--- src/rtl/i2c_bus_frontend.sv ---
// i2c_bus_frontend: line conditioning and event extraction for the I2C translator.
// Raw SCL/SDA pads are synchronised into clk and deglitched. The filtered lines
// produce single-cycle edge, START, repeated START and STOP strobes. Each byte and
// its ACK bit are deserialised for the downstream translator.
// Optional feature: define I2C_SCL_TIMEOUT_EN to build the SCL-low bus timeout.
// Without it, timeout is tied low and TO_W/TIMEOUT_CYC are unused.
module i2c_bus_frontend #(
    parameter int SYNC_STAGES = 2,
    parameter int FILT_LEN    = 4,
    parameter int TO_W        = 16,
    parameter int TIMEOUT_CYC = 50000
) (
    input  logic       clk,
    input  logic       rst,
    input  logic       scl_i,
    input  logic       sda_i,
    output logic       scl_f,
    output logic       sda_f,
    output logic       scl_rise,
    output logic       scl_fall,
    output logic       start_det,
    output logic       rstart_det,
    output logic       stop_det,
    output logic       bus_busy,
    output logic [3:0] bit_cnt,
    output logic [7:0] byte_data,
    output logic       byte_valid,
    output logic       ack_bit,
    output logic       ack_valid,
    output logic       timeout
);

    localparam int FC_W = $clog2(FILT_LEN + 1);

    localparam logic [1:0] ST_IDLE = 2'd0;
    localparam logic [1:0] ST_BITS = 2'd1;
    localparam logic [1:0] ST_ACK  = 2'd2;

    logic [SYNC_STAGES-1:0] scl_sync;
    logic [SYNC_STAGES-1:0] sda_sync;
    logic                   scl_s;
    logic                   sda_s;
    logic [FC_W-1:0]        scl_cnt;
    logic [FC_W-1:0]        sda_cnt;
    logic                   scl_q;
    logic                   sda_q;
    logic                   start_cond;
    logic                   stop_cond;
    logic                   to_hit;
    logic [1:0]             state;
    logic [6:0]             shift_reg;

    // Bring both pad lines into the clk domain; idle-high reset avoids false edges.
    always_ff @(posedge clk) begin
        if (rst) begin
            scl_sync <= '1;
            sda_sync <= '1;
        end else begin
            scl_sync <= {scl_sync[SYNC_STAGES-2:0], scl_i};
            sda_sync <= {sda_sync[SYNC_STAGES-2:0], sda_i};
        end
    end

    assign scl_s = scl_sync[SYNC_STAGES-1];
    assign sda_s = sda_sync[SYNC_STAGES-1];

    // SCL deglitch: only a disagreement lasting FILT_LEN cycles flips the filtered line.
    always_ff @(posedge clk) begin
        if (rst) begin
            scl_f   <= 1'b1;
            scl_cnt <= '0;
        end else if (scl_s == scl_f) begin
            scl_cnt <= '0;
        end else if (scl_cnt == FC_W'(FILT_LEN - 1)) begin
            scl_f   <= scl_s;
            scl_cnt <= '0;
        end else begin
            scl_cnt <= scl_cnt + 1'b1;
        end
    end

    // SDA deglitch, identical to SCL so both lines see the same latency.
    always_ff @(posedge clk) begin
        if (rst) begin
            sda_f   <= 1'b1;
            sda_cnt <= '0;
        end else if (sda_s == sda_f) begin
            sda_cnt <= '0;
        end else if (sda_cnt == FC_W'(FILT_LEN - 1)) begin
            sda_f   <= sda_s;
            sda_cnt <= '0;
        end else begin
            sda_cnt <= sda_cnt + 1'b1;
        end
    end

    // One-cycle-delayed copies of the filtered lines used for edge detection.
    always_ff @(posedge clk) begin
        if (rst) begin
            scl_q <= 1'b1;
            sda_q <= 1'b1;
        end else begin
            scl_q <= scl_f;
            sda_q <= sda_f;
        end
    end

    // SDA events only count when SCL was stable high across both cycles, so an
    // SCL edge coinciding with an SDA edge never produces START or STOP.
    assign scl_rise   = scl_f & ~scl_q;
    assign scl_fall   = ~scl_f & scl_q;
    assign start_cond = scl_f & scl_q & sda_q & ~sda_f;
    assign stop_cond  = scl_f & scl_q & ~sda_q & sda_f;
    assign start_det  = start_cond & ~bus_busy;
    assign rstart_det = start_cond & bus_busy;
    assign stop_det   = stop_cond;

`ifdef I2C_SCL_TIMEOUT_EN
    logic [TO_W-1:0] to_cnt;

    assign to_hit = bus_busy && !scl_f && (to_cnt == TO_W'(TIMEOUT_CYC - 1));

    // Count SCL-low cycles during a transfer and pulse timeout when the limit is hit.
    always_ff @(posedge clk) begin
        if (rst) begin
            to_cnt  <= '0;
            timeout <= 1'b0;
        end else begin
            timeout <= to_hit;
            if (to_hit || !(bus_busy && !scl_f)) begin
                to_cnt <= '0;
            end else begin
                to_cnt <= to_cnt + 1'b1;
            end
        end
    end
`else
    localparam int unused_timeout_cfg = TO_W + TIMEOUT_CYC;

    assign to_hit  = 1'b0;
    assign timeout = 1'b0;
`endif

    // Transfer FSM: tracks busy, shifts data bits MSB first and captures the ACK bit.
    always_ff @(posedge clk) begin
        if (rst) begin
            state      <= ST_IDLE;
            bus_busy   <= 1'b0;
            bit_cnt    <= 4'd0;
            shift_reg  <= 7'd0;
            byte_data  <= 8'h00;
            byte_valid <= 1'b0;
            ack_bit    <= 1'b1;
            ack_valid  <= 1'b0;
        end else begin
            byte_valid <= 1'b0;
            ack_valid  <= 1'b0;
            if (stop_cond || to_hit) begin
                state    <= ST_IDLE;
                bus_busy <= 1'b0;
                bit_cnt  <= 4'd0;
            end else if (start_cond) begin
                state    <= ST_BITS;
                bus_busy <= 1'b1;
                bit_cnt  <= 4'd0;
            end else if (scl_rise) begin
                case (state)
                    ST_BITS: begin
                        shift_reg <= {shift_reg[5:0], sda_f};
                        bit_cnt   <= bit_cnt + 4'd1;
                        if (bit_cnt == 4'd7) begin
                            byte_data  <= {shift_reg, sda_f};
                            byte_valid <= 1'b1;
                            state      <= ST_ACK;
                        end
                    end
                    ST_ACK: begin
                        ack_bit   <= sda_f;
                        ack_valid <= 1'b1;
                        bit_cnt   <= 4'd0;
                        state     <= ST_BITS;
                    end
                    default: begin
                    end
                endcase
            end
        end
    end

endmodule

--- config.mk ---
export PLATFORM = sky130hd
export DESIGN_NAME = i2c_bus_frontend
export DESIGN_NICKNAME = d
export VERILOG_FILES = /design/src/rtl/i2c_bus_frontend.sv
export SDC_FILE = /design/constraint.sdc
export NUM_CORES = 1
export LEC_CHECK = 0
export BUFFER_PORTS_ARGS = -buffer_cell sky130_fd_sc_hd__buf_2
export CORE_MARGIN = 5
export CORE_UTILIZATION = 50
export CTS_CLUSTER_SIZE = 8
export DETAILED_ROUTE_END_ITERATION = 7
export PLACE_DENSITY = 0.7
export SLEW_MARGIN = 20
export SYNTH_ARGS = -nofsm -noshare
export SYNTH_HDL_FRONTEND = slang
export SYNTH_SLANG_ARGS = --single-unit
export TNS_END_PERCENT = 1
--- constraint.sdc ---
create_clock -name clk -period 2.36 [get_ports clk]
set_clock_uncertainty 0.2 [all_clocks]
set_input_delay 0.472 -clock clk [delete_from_list [all_inputs] [get_ports clk]]
set_output_delay 0.472 -clock clk [all_outputs]
set_load 0.02 [all_outputs]
* Word level (Yosys, flattened, before mapping)
Cells that the tools add are included.
** Operators by class
- Reductions and logical operators :: 17
- Add/subtract/negate cells :: 3
- Equality and inequality tests :: 9
- Mux-type cells :: 7
- Bitwise gates (word level) :: 20
** Operators by type and width (count)
- $not 1->1 :: 11
- $and 1x1->1 :: 9
- $reduce_or 3->1 :: 3
- $pmux 4 s2 :: 1
- $reduce_and 4->1 :: 2
- $add 3x1->3 const B :: 2
- $eq 3x2->1 const B :: 2
- $reduce_and 2->1 :: 3
- $reduce_and 3->1 :: 2
- $reduce_and 5->1 :: 1
- $reduce_or 5->1 :: 1
- $add 4x1->4 const B :: 1
- $eq 4x3->1 const B :: 1
- $mux 1 :: 4
- $pmux 2 s2 :: 1
- $reduce_bool 2->1 :: 2
- $reduce_or 4->1 :: 1
- $ne 3x3->1 const B :: 1
- $reduce_bool 3->1 :: 1
- $eq 1x1->1 :: 2
- $eq 2x1->1 const B :: 1
- $eq 2x2->1 const B :: 1
- $mux 2 :: 1
- $ne 2x2->1 const B :: 1
- $reduce_or 2->1 :: 1
** Storage, ports and cells
- Word-level logic and storage cells :: 73
- Flip-flop bits (word level) :: 39
- Output and inout bits :: 24

* Depth between registers and ports, before layout
Gate-level depths: netlist of run 1.
- Depth in word-level cells :: 5
- Depth in mapped cells :: 6

* Worst setup path after synthesis of run 1
No wires, ideal clock.
- Path kind :: reg-to-output
- Start point :: register scl_f
- End point :: output rstart_det
- Slack :: 0.418 ns
- Path buffers :: 1
- Arrival :: 1.270 ns
- Cell stages (with the launch flop) :: 5
- Cell sequence :: dfxtp_1 > buf_2 > nand2_1 > nor3b_1 > and2_1
** On the way
- Word-level cells in the longest chain between the ends :: 4
** Ends and longest elaborated chain
- start: declaration :: line 17 : output logic scl_f,
- start signal: assignment :: line 75 : scl_f <= scl_s;
- $and 1x1->1 (3 in series) :: line 112 : assign start_cond = scl_f & scl_q & sda_q & ~sda_f;
- $and 1x1->1 :: line 115 : assign rstart_det = start_cond & bus_busy;
- end: declaration :: line 22 : output logic rstart_det,
No other way between the ends.

* Worst setup path after layout of run 1
Ends and elaborated chain as after synthesis.

==> results.md, run 1 <==
- Chip height: roughly 66 um
- Number of detailed-routing iterations run before antenna repair: 4
- CTS Buffer Depth: 2
- CP Capture Type: primary output
- CTS H-Tree Depth: 2
- Number of flip-flops in the largest register: 8
- # hold bufs at CTS: 0
- Total Routed Length: between 2000 and 3000 um
- Register area share after synthesis: approximately half
- Critical Path End: rstart_det
- Fmax: approximately 450 MHz
- CP required: 1.69 ns
- Levels on crit path: 4
- Power, Total: roughly 1.0 mW
- Die area: around 0.0044 mm^2
- Number of vias per cell: 5.226
- Synthesized instance count: 167
- Hold_ws: 0.1062 ns
- Number of remaining DRC errors: 0
- Critical path class: reg2out
- Tcrit/Tclk final: 93.73%
- Vias: 1223
- Seq cells post-synth: 39
- Clock tree sinks: 39
- Core area: 0.003053 mm^2
- Ys Warns: 0
- Largest net degree at the start of global routing: 31
- CP startpoint kind: flop
- TritonCTS clock tree: yes
- Ys async rst share: 0%
- Peak VDD IR: about 380 uV
- Met2 GRT Util: 27.01%
- Cell family with most CP delay: simple AND/OR/NAND/NOR gates
- Clock root buffer: clkbuf_4
- Layer with the highest usage: met2
- Synthesized area: 0.001582 mm^2
- Crit Path Max Fanout: 16
- Worst-Skew Late Latency: between 0.3 and 0.4 ns
- Wirelength per Cell: ~13 um
- Reg-to-reg startpoint: state[0]
- Starting DRC count in detailed routing: 89
- Post-detail-place hpwl: roughly 2200 um
- Initial Util: between 50% and 60%
- Syn Nets: 178
- Core Rows: 20
- Status: finished clean
- Hold Path Class: in2reg
- Final hold viol count: 0
- Final setup viols: 0
- Tmin final: 2.212 ns
- RSZ-0062 raised after global routing: false
- Post-synth EDFFs: 0
- Clk slew on worst S/H paths: approximately 0.10 ns
- RD Place Congestion: around 0.8
- Vias in the first global route: between 1000 and 1500
- GR Util All Layers: approximately 16%
- Bufs and invs on worst path: 1
- Flop2flop setup slack: ~0.30 ns
- Crit-path cells: nand2_1, nor3b_1, and2_1, buf_2
- DIE WIDTH: 66.24 um
- Fin nets: 200
- First-pass GRT wire length: approximately 5200 um
- Layout cells sized above 1: 23.16%
- Max-slew violations: 0
- Antenna violations before repair: 0
- Worst R2R End: bit_cnt[2]
- Setup_tns: 0 ns
- CP max-delay cell: dfxtp_2
- Max Cap Viol: 0
- Final Util: about three fifths
- Post-CTS Setup Inserts: 0
- Syn_area_per_cell: around 9.5 um^2
- Met3 usage: 5.612%
- I/O pins: 28
- Port-buffer cells: 26
- Synthesis-to-finish area growth: 12.42%
- PwrDens: ~560 mW/mm^2
- Prevailing post-synth register cell: dfxtp_1
- Met1 GRT Util: around 17%
- Distinct cells, synth: 37
- Worst-case reg-to-reg path depth: 5
- Leakage power: ~0.78 nW
- CP Launch Point: scl_f
- ANT nets after route: 0
- Critical Path AT: approximately 1.5 ns
- Total CTS buffers: 5
- Slowest cell delay on critical path: roughly 0.48 ns
- Diodes inserted: 0
- GRT Residual Overflow: 0
[repair_timing]
action	4_1_cts	5_1_grt
hold endpoints to repair	0	0
endpoints found under the setup margin	1	1
resized for setup	1	1
[report_power, final]
group	internal, mW	leakage (nW)	switching (mW)
combinational	0.00674	0.429	0.0125
sequential	0.662	0.314	0.00182
clock	0.111	0.0347	0.209
total	0.780	0.778	0.224
[routing by layer]
layer / routed length, um / share of wire, % / vias to the layer above
met5: 0 / 0 / -
met4: 53 / 1.8 / 0
met3: 137 / 4.6 / 6
met2: 1478 / 49 / 22
met1: 1317 / 44 / 576
li1: - / - / 619
[cell type report]
| cell class | instances | area [um^2] |
|---|---|---|
| Clock buffer | 5 | 37.54 |
| Sequential cell | 39 | 783.3 |
| Multi-Input combinational cell | 110 | 726.9 |
| Timing Repair Buffer | 27 | 137.6 |
| Tap cell | 44 | 55.05 |
| Clock inverter | 3 | 15.01 |
| Fill cell | 294 | 1275 |
| Inverter | 6 | 22.52 |
[synth_stat cells, types with 2 or more instances]
| cell | instances | area [um^2] |
|---|---|---|
| a211o_1 | 2 | 17.52 |
| a21oi_1 | 12 | 60.06 |
| and3b_1 | 2 | 17.52 |
| buf_2 | 2 | 10.01 |
| clkbuf_1 | 9 | 33.78 |
| dfxtp_1 | 39 | 780.8 |
| ha_1 | 7 | 87.58 |
| inv_1 | 6 | 22.52 |
| mux2i_1 | 8 | 80.08 |
| nand2_1 | 4 | 15.01 |
| nand3_1 | 8 | 40.04 |
| nand3b_1 | 5 | 37.54 |
| nor2_1 | 17 | 63.81 |
| nor2b_1 | 4 | 25.02 |
| nor3b_1 | 2 | 15.01 |
| o21ai_0 | 9 | 45.04 |
| or2_2 | 6 | 37.54 |
| or3_1 | 4 | 25.02 |
| xnor2_1 | 3 | 26.28 |
[worst reg2reg max path, stage by stage (launching register included)]
cell     delay (ns)
dfxtp_1        0.36
inv_1          0.07
ha_1           0.34
or3b_4         0.41
or4b_1         0.47
a21oi_1        0.15
[stage by stage]
stage | instances | instance area, um^2 | worst slack, ns
finish | 234 | 1778 | 0.1480
global route | 234 | 1778 | 0.009004
CTS | 234 | 1777 | 0.08437
detailed placement | 226 | 1723 | 0.3437
global placement | 226 | 1723 | 0.4026
floorplan | 167 | 1582 | 0.4175
[layout by cell type (no fill, tap or decap), types with 4 or more instances in the layout]
master / synthesis / layout
dfxtp_1: 39 / 37
buf_2: 2 / 26
nor2_1: 17 / 17
a21oi_1: 12 / 12
o21ai_0: 9 / 9
mux2i_1: 8 / 8
nand3_1: 8 / 8
ha_1: 7 / 7
inv_1: 6 / 6
or2_2: 6 / 6
nand3b_1: 5 / 5
clkbuf_4: 0 / 5
nor2b_1: 4 / 4
nand2_1: 4 / 4
or3_1: 4 / 4
[cells by family (layout without fill, tap and decap cells)]
kind of cell	after synthesis	count (layout)	share of synthesized area, %
compound gates	29	29	10.76
xor+xnor	3	3	1.662
fa+ha+maj	7	7	5.538
buf+inv	18	41	4.668
flops	39	39	49.37
mux	8	8	5.063
other cells	1	1	0.2371
simple gates	62	62	22.71
[worst min path at each step]
| stage | from | to | slack, ns | depth (start not counted) |
|---|---|---|---|---|
| after global routing | sda_i | sda_sync[0] | 0.08 | 2 |
| after detailed placement | scl_sync[0] | scl_sync[1] | 0.20 | 1 |
| after global placement | scl_sync[0] | scl_sync[1] | 0.19 | 1 |
| after floorplan | scl_sync[0] | scl_sync[1] | 0.19 | 1 |
| after CTS | sda_i | sda_sync[0] | 0.09 | 2 |
| final | sda_i | sda_sync[0] | 0.11 | 2 |
Power figures use the tool's default switching activity.
==> run 2, diff against run 1 <==
--- a/config.mk
+++ b/config.mk
@@ -6,7 +6,6 @@
 export NUM_CORES = 1
 export LEC_CHECK = 0
 export BUFFER_PORTS_ARGS = -buffer_cell sky130_fd_sc_hd__buf_2
-export CORE_MARGIN = 5
 export CORE_UTILIZATION = 50
 export CTS_CLUSTER_SIZE = 8
 export DETAILED_ROUTE_END_ITERATION = 7
==> run 2 against run 1 <==
Clock power increased by 20%. Fmax grew 2.6%. Register-to-register slack about the same. Critical path depth stayed put. Worst setup slack better by 0.056 ns. Cell count unchanged. Count of clock-buffer cells in the layout is 2 higher. Via count shrank 2.9%. Combinational power barely moved. Hold slack improved by 0.0082 ns. Highest routed layer unchanged.
==> results.md, run 2 (synthesis gave the netlist of run 1 again) <==
- Status: finished clean
- Tmin final: 2.156 ns (-0.05636 ns)
- I/O pins: 28 (unchanged)
- Fmax: 463.9 MHz (+2.6%)
- Vias: 1188 (-2.9%)
- Number of flip-flops in the largest register: 8 (unchanged)
- CP startpoint kind: flop
- DIE WIDTH: 58.24 um (-12%)
- Critical Path AT: 1.48 ns (-0.06 ns)
- Placed insts: 226 (unchanged)
- Layout cells sized above 1: 23.16% (unchanged)
- Synthesis-to-finish area growth: 13.69%
- Clk slew on worst S/H paths: 0.11 ns (about the same)
- Largest net degree at the start of global routing: 31 (unchanged)
- Fill cells: 267 (-9.2%)
- Clock root buffer: clkbuf_4
- Commonest non-fill, non-tap cell in the layout: dfxtp_1
- Chip height: 58.24 um (-12%)
- Most frequent cells in the layout: dfxtp_1 (37), buf_2 (26), nor2_1 (17)
- Vias in the first global route: 1047 (-12%)
- Antenna violations before repair: 0 (unchanged)
- Post-CTS Setup Inserts: 0 (unchanged)
- ANT nets after route: 0 (unchanged)
- PwrDens: 594.1 mW/mm^2 (+5.3%)
- GRT Residual Overflow: 0 (unchanged)
- Clock tree sinks: 39 (unchanged)
- Final setup viols: 0 (unchanged)
- Worst-Skew Late Latency: 0.34 ns (about the same)
- CP required: 1.69 ns (about the same)
- GR Util All Layers: 17.80% (+2.2 points)
- Initial Util: 52.23% (+0.43 points)
- TritonCTS clock tree: yes
- Port-buffer cells: 26 (unchanged)
- Fin nets: 200 (unchanged)
- Peak VDD IR: 513.9 uV (+37%)
- Post-route non-filler standard cell count: 234 (unchanged)
- Sequential cell area: 783.3 um^2 (unchanged)
- RSZ-0062 raised after global routing: false
- Starting DRC count in detailed routing: 31 (-65%)
- Number of detailed-routing iterations run before antenna repair: 5 (+1)
- Hold Path Class: in2reg
- Die area: 0.003392 mm^2 (-23%)
- Critical path class: reg2out
- CTS H-Tree Depth: 2 (unchanged)
- CP Capture Type: primary output
- Total Routed Length: 2736 um (-8.4%)
- Post-detail-place hpwl: 1925 um (-12%)
- Crit Path Max Fanout: 16 (unchanged)
- Core Rows: 20 (unchanged)
- Max-slew violations: 0 (unchanged)
- Final hold viol count: 0 (unchanged)
- Wirelength per Cell: 11.69 um (-8.4%)
- CTS Buffer Depth: 2 (unchanged)
- Tcrit/Tclk final: 91.34% (-2.4 points)
- Number of vias per cell: 5.077 (-2.9%)
- Total CTS buffers: 5 (unchanged)
- Number of remaining DRC errors: 0 (unchanged)
- Max Cap Viol: 0 (unchanged)
- First-pass GRT wire length: 4471 um (-14%)
- Area of the multi-input gates: 726.9 um^2 (unchanged)
- Diodes inserted: 0 (unchanged)
- Setup_tns: 0 ns (unchanged)
- Core area: 0.003028 mm^2 (-0.82%)
- Leakage power: 0.7805 nW (+0.36%)
- RD Place Congestion: 0.7169 (-8.0%)
==> run 2: changes by cell type in the layout (fill, tap and decap cells not counted) <==
cell,change
clkinv_2,-3
clkbuf_8,+2
clkinvlp_4,+1
==> run 2: worst paths after layout <==
kind                                    end  cells past startpoint  slack (ns)        start
worst max-delay path             rstart_det                      4        0.20        scl_f
worst min-delay path            sda_sync[0]                      2        0.11        sda_i
worst min register to register  sda_sync[1]                      1        0.22  sda_sync[0]
worst max register to register   bit_cnt[2]                      5        0.30     state[0]
==> run 2: metal layers <==
layer	track usage, %	share of wire (%)	vias up
met5	0	0	-
met4	9.184	1.3	0
met3	6.920	3.4	4
met2	26.93	46	28
met1	22.00	49	541
li1	-	-	615
==> run 2: area by class of cell <==
| class | instances | area share (%) |
|---|---|---|
| Clock inverter | 1 | 0.4175 |
| Clock buffer | 7 | 3.619 |
| Multi-Input combinational cell | 110 | 40.43 |
| Tap cell | 44 | 3.062 |
| Timing Repair Buffer | 27 | 7.655 |
| Inverter | 6 | 1.253 |
| Sequential cell | 39 | 43.56 |
==> run 2: worst max-delay path, cell delays in order, from the launching register on <==
cell and delay, ns:
dfxtp_2 0.48, nand2_1 0.10, nor3b_1 0.26, and2_1 0.16
buf_2 0.15
==> run 2: repair_timing <==
action | in CTS | in global routing
hold buffers | 0 | 0
resized for setup | 0 | 2
endpoints found under the setup margin | 0 | 1
==> run 2: stage by stage <==
step	hold WS [ns]	setup WS, ns	cell area [um^2]	total power, mW	utilization [%]
6_report	0.1144	0.2044	1798	1.068	59.38
3_5_place_dp	0.1961	0.3508	1723	0.6986	56.90
5_1_grt	0.07289	0.008657	1798	1.116	59.38
2_1_floorplan	0.1895	0.4175	1582	0.6946	-
4_1_cts	0.09347	0.01769	1795	1.085	59.30
3_3_place_gp	0.1942	0.4024	1723	0.6975	56.90
==> run 2: power by group <==
part           leakage [nW]  switching [mW]  internal, mW
logic                 0.429          0.0124       0.00675
clock network        0.0375           0.211         0.174
registers             0.314         0.00173         0.662
total                 0.781           0.225         0.843
==> run 3, diff against run 2 <==
--- a/config.mk
+++ b/config.mk
@@ -5,6 +5,7 @@
 export SDC_FILE = /design/constraint.sdc
 export NUM_CORES = 1
 export LEC_CHECK = 0
+export ABC_AREA = 1
 export BUFFER_PORTS_ARGS = -buffer_cell sky130_fd_sc_hd__buf_2
 export CORE_UTILIZATION = 50
 export CTS_CLUSTER_SIZE = 8
==> run 3 against run 2 <==
The run now ends with DRC left. Cell area decreased by 2.0%. Cell count increased by 3.4%. Synthesized area decreased by 3.6%. Sequential cell count unchanged. Synthesized cell count increased by 9.0%. Combinational power increased by 10%. Global-route usage increased by 1.6 points. Register-to-register slack improved by 0.06 ns. Critical path depth unchanged. Critical endpoint unchanged. Largest power group unchanged.
==> results.md, run 3 <==
- Antenna violations before repair: 0 (unchanged)
- Final Util: 62.27% (+2.9 points)
- Critical Path AT: 1.40 ns (-0.08 ns)
- Largest family of logic cells by synthesized area: simple AND/OR/NAND/NOR gates
- CP Capture Type: primary output
- Most frequent cells after synthesis: dfxtp_1 (39), nor2_1 (31), nand2_1 (22)
- Clk slew on worst S/H paths: 0.11 ns (about the same)
- Prevailing post-synth register cell: dfxtp_1
- GR Util All Layers: 19.36% (+1.6 points)
- Hold Path Class: in2reg
- Crit-path cells: nor3_1, inv_1, nor2_1, buf_2
- Commonest non-fill, non-tap cell in the layout: dfxtp_1
- Tcrit/Tclk final: 87.68% (-3.7 points)
- Distinct cells, synth: 24 (-35%)
- Compound-cell area share of the yosys netlist: 11.57% (+0.81 points)
- Core Rows: 19 (-5.0%)
- Synthesized area: 0.001525 mm^2 (-3.6%)
- Total Routed Length: 2872 um (+5.0%)
- Max Cap Viol: 0 (unchanged)
- TritonCTS clock tree: yes
- PwrDens: 697.4 mW/mm^2 (+17%)
- ANT nets after route: 0 (unchanged)
- Starting DRC count in detailed routing: 57 (+84%)
- Yosys top cell by area: dfxtp_1
- Multiplexer share of the synthesized area: 0% (-5.1 points)
- Most frequent cells in the layout: dfxtp_1 (39), nor2_1 (31), buf_2 (26)
- CP required: 1.69 ns (about the same)
- Wirelength per Cell: 11.87 um (+1.5%)
- Critical path class: reg2out
- CTS H-Tree Depth: 2 (unchanged)
- Post-Layout Inst Area: 0.001762 mm^2 (-2.0%)
- Setup_tns: 0 ns (unchanged)
- Largest net degree at the start of global routing: 18 (-42%)
- Post-Place Cell Area: 0.001660 mm^2 (-3.6%)
- Synthesis-to-finish area growth: 15.50%
- CP startpoint kind: flop
- Worst-Skew Late Latency: 0.34 ns (about the same)
- Post-detail-place hpwl: 2069 um (+7.5%)
- Peak VDD IR: 648.0 uV (+26%)
- Die area: 0.003275 mm^2 (-3.4%)
- Ys async rst share: 0% (unchanged)
- Chip height: 57.23 um (-1.7%)
- Slowest cell delay on critical path: 0.40 ns (-0.08 ns)
- Vias: 1259 (+6.0%)
- # hold bufs at CTS: 0 (unchanged)
- First-pass GRT wire length: 4809 um (+7.6%)
- Synthesized instance count: 182 (+9.0%)
- DIE WIDTH: 57.23 um (-1.7%)
- Number of flip-flops in the largest register: 8 (unchanged)
- Power, Total: 1.229 mW (+15%)
- Top cell type's share of synthesized area: 51.19% (+1.8 points)
- Number of remaining DRC errors: 2 (+2)
- Final hold viol count: 0 (unchanged)
- Clock root buffer: clkbuf_4
- Hold_ws: 0.1139 ns (-0.0005740 ns)
- Ys Warns: 0 (unchanged)
- Post-synth EDFFs: 0 (unchanged)
- CP max-delay cell: dfxtp_1
- Most common cell in the synthesized netlist: dfxtp_1
- Failing checks: DRC
- Max-slew violations: 0 (unchanged)
- CTS Buffer Depth: 2 (unchanged)
- I/O pins: 28 (unchanged)
- Total CTS buffers: 5 (unchanged)
- Tmin final: 2.069 ns (-0.08641 ns)
- GRT Residual Overflow: 0 (unchanged)
- Syn_area_per_cell: 8.380 um^2 (-12%)
- Syn Nets: 193 (+8.4%)
- Post-CTS Setup Inserts: 0 (unchanged)
- Seq cells post-synth: 39 (unchanged)
- XOR/XNOR share of the synthesized area: 1.148% (-0.51 points)
- Core area: 0.002829 mm^2 (-6.6%)
- Number of vias per cell: 5.202 (+2.5%)
- Fin nets: 221 (+11%)
- Final setup viols: 0 (unchanged)
- Register area share after synthesis: 51.19% (+1.8 points)
- RD Place Congestion: 0.7460 (+4.1%)
- Number of detailed-routing iterations run before antenna repair: 7 (+2)
- Crit Path Max Fanout: 7 (-9)
- Status: complete, but fails checks
- Synth top area cells: dfxtp_1 (51%), nor2_1 (7.6%), ha_1 (5.7%)
- Vias in the first global route: 1174 (+12%)
- Port-buffer cells: 26 (unchanged)
- Adder-Cell Fraction of Synth Area: 5.742% (+0.20 points)
- Initial Util: 53.91% (+1.7 points)
- Clock tree sinks: 39 (unchanged)
- Fmax: 483.3 MHz (+4.2%)
- Diodes inserted: 0 (unchanged)
- RSZ-0062 raised after global routing: false
- Layout cells sized above 1: 22.75% (-0.41 points)
- Leakage power: 0.8060 nW (+3.3%)
- Simple-gate share of the synthesized area: 22.48% (-0.23 points)
- PostCTS Resize Cnt: 0 (unchanged)
- Flop2flop setup slack: 0.36 ns (+0.06 ns)
-- run 3: worst paths after layout --
kind	end	from	cells after the start
worst max-delay path	rstart_det	sda_f	4
worst min-delay path	scl_sync[0]	scl_i	2
worst max register to register	byte_data[5]	state[1]	7
worst min register to register	sda_sync[1]	sda_sync[0]	1
-- run 3: final cells by class --
cell class              count  area, um^2
well taps                  31       38.79
clock buffers               6       41.29
fillers                   277        1067
inverters                  20       75.07
repair buffers             27       137.6
multi-input cells         117       628.1
flip-flops and latches     39       780.7
clock inverters             2       60.06
-- run 3: power by group --
group	internal, mW	switching [mW]
sequential	0.662	0.00184
combinational	0.00702	0.0142
clock	0.331	0.213
-- run 3: layer usage --
layer	up-vias	global-route usage, %	wire, um
met5	-	0	0
met4	0	6.272	14
met3	2	7.483	110
met2	24	33.78	1456
met1	599	21.70	1290
li1	634	-	-
-- run 3: critical path: cells and delay by family, from the launching register on --
| kind | cells | cell delay, ns |
|---|---|---|
| DFF | 1 | 0.40 |
| and+or+nand+nor | 2 | 0.37 |
| buffers and inverters | 2 | 0.29 |
-- run 3: logic make-up after synthesis --
group	Yosys count
flip-flops	39
AND/OR/NAND/NOR	75
other	1
XOR/XNOR	2
buffers and inverters	26
adder cells (fa/ha/maj)	7
AO/OA/AOI/OAI	32
-- run 3: stage by stage --
stage / cells / setup WS [ns]
2_1_floorplan: 182 / 0.4360
5_1_grt: 242 / 0.1951
6_report: 242 / 0.2908
4_1_cts: 242 / 0.2655
3_5_place_dp: 234 / 0.4255
3_3_place_gp: 234 / 0.4600
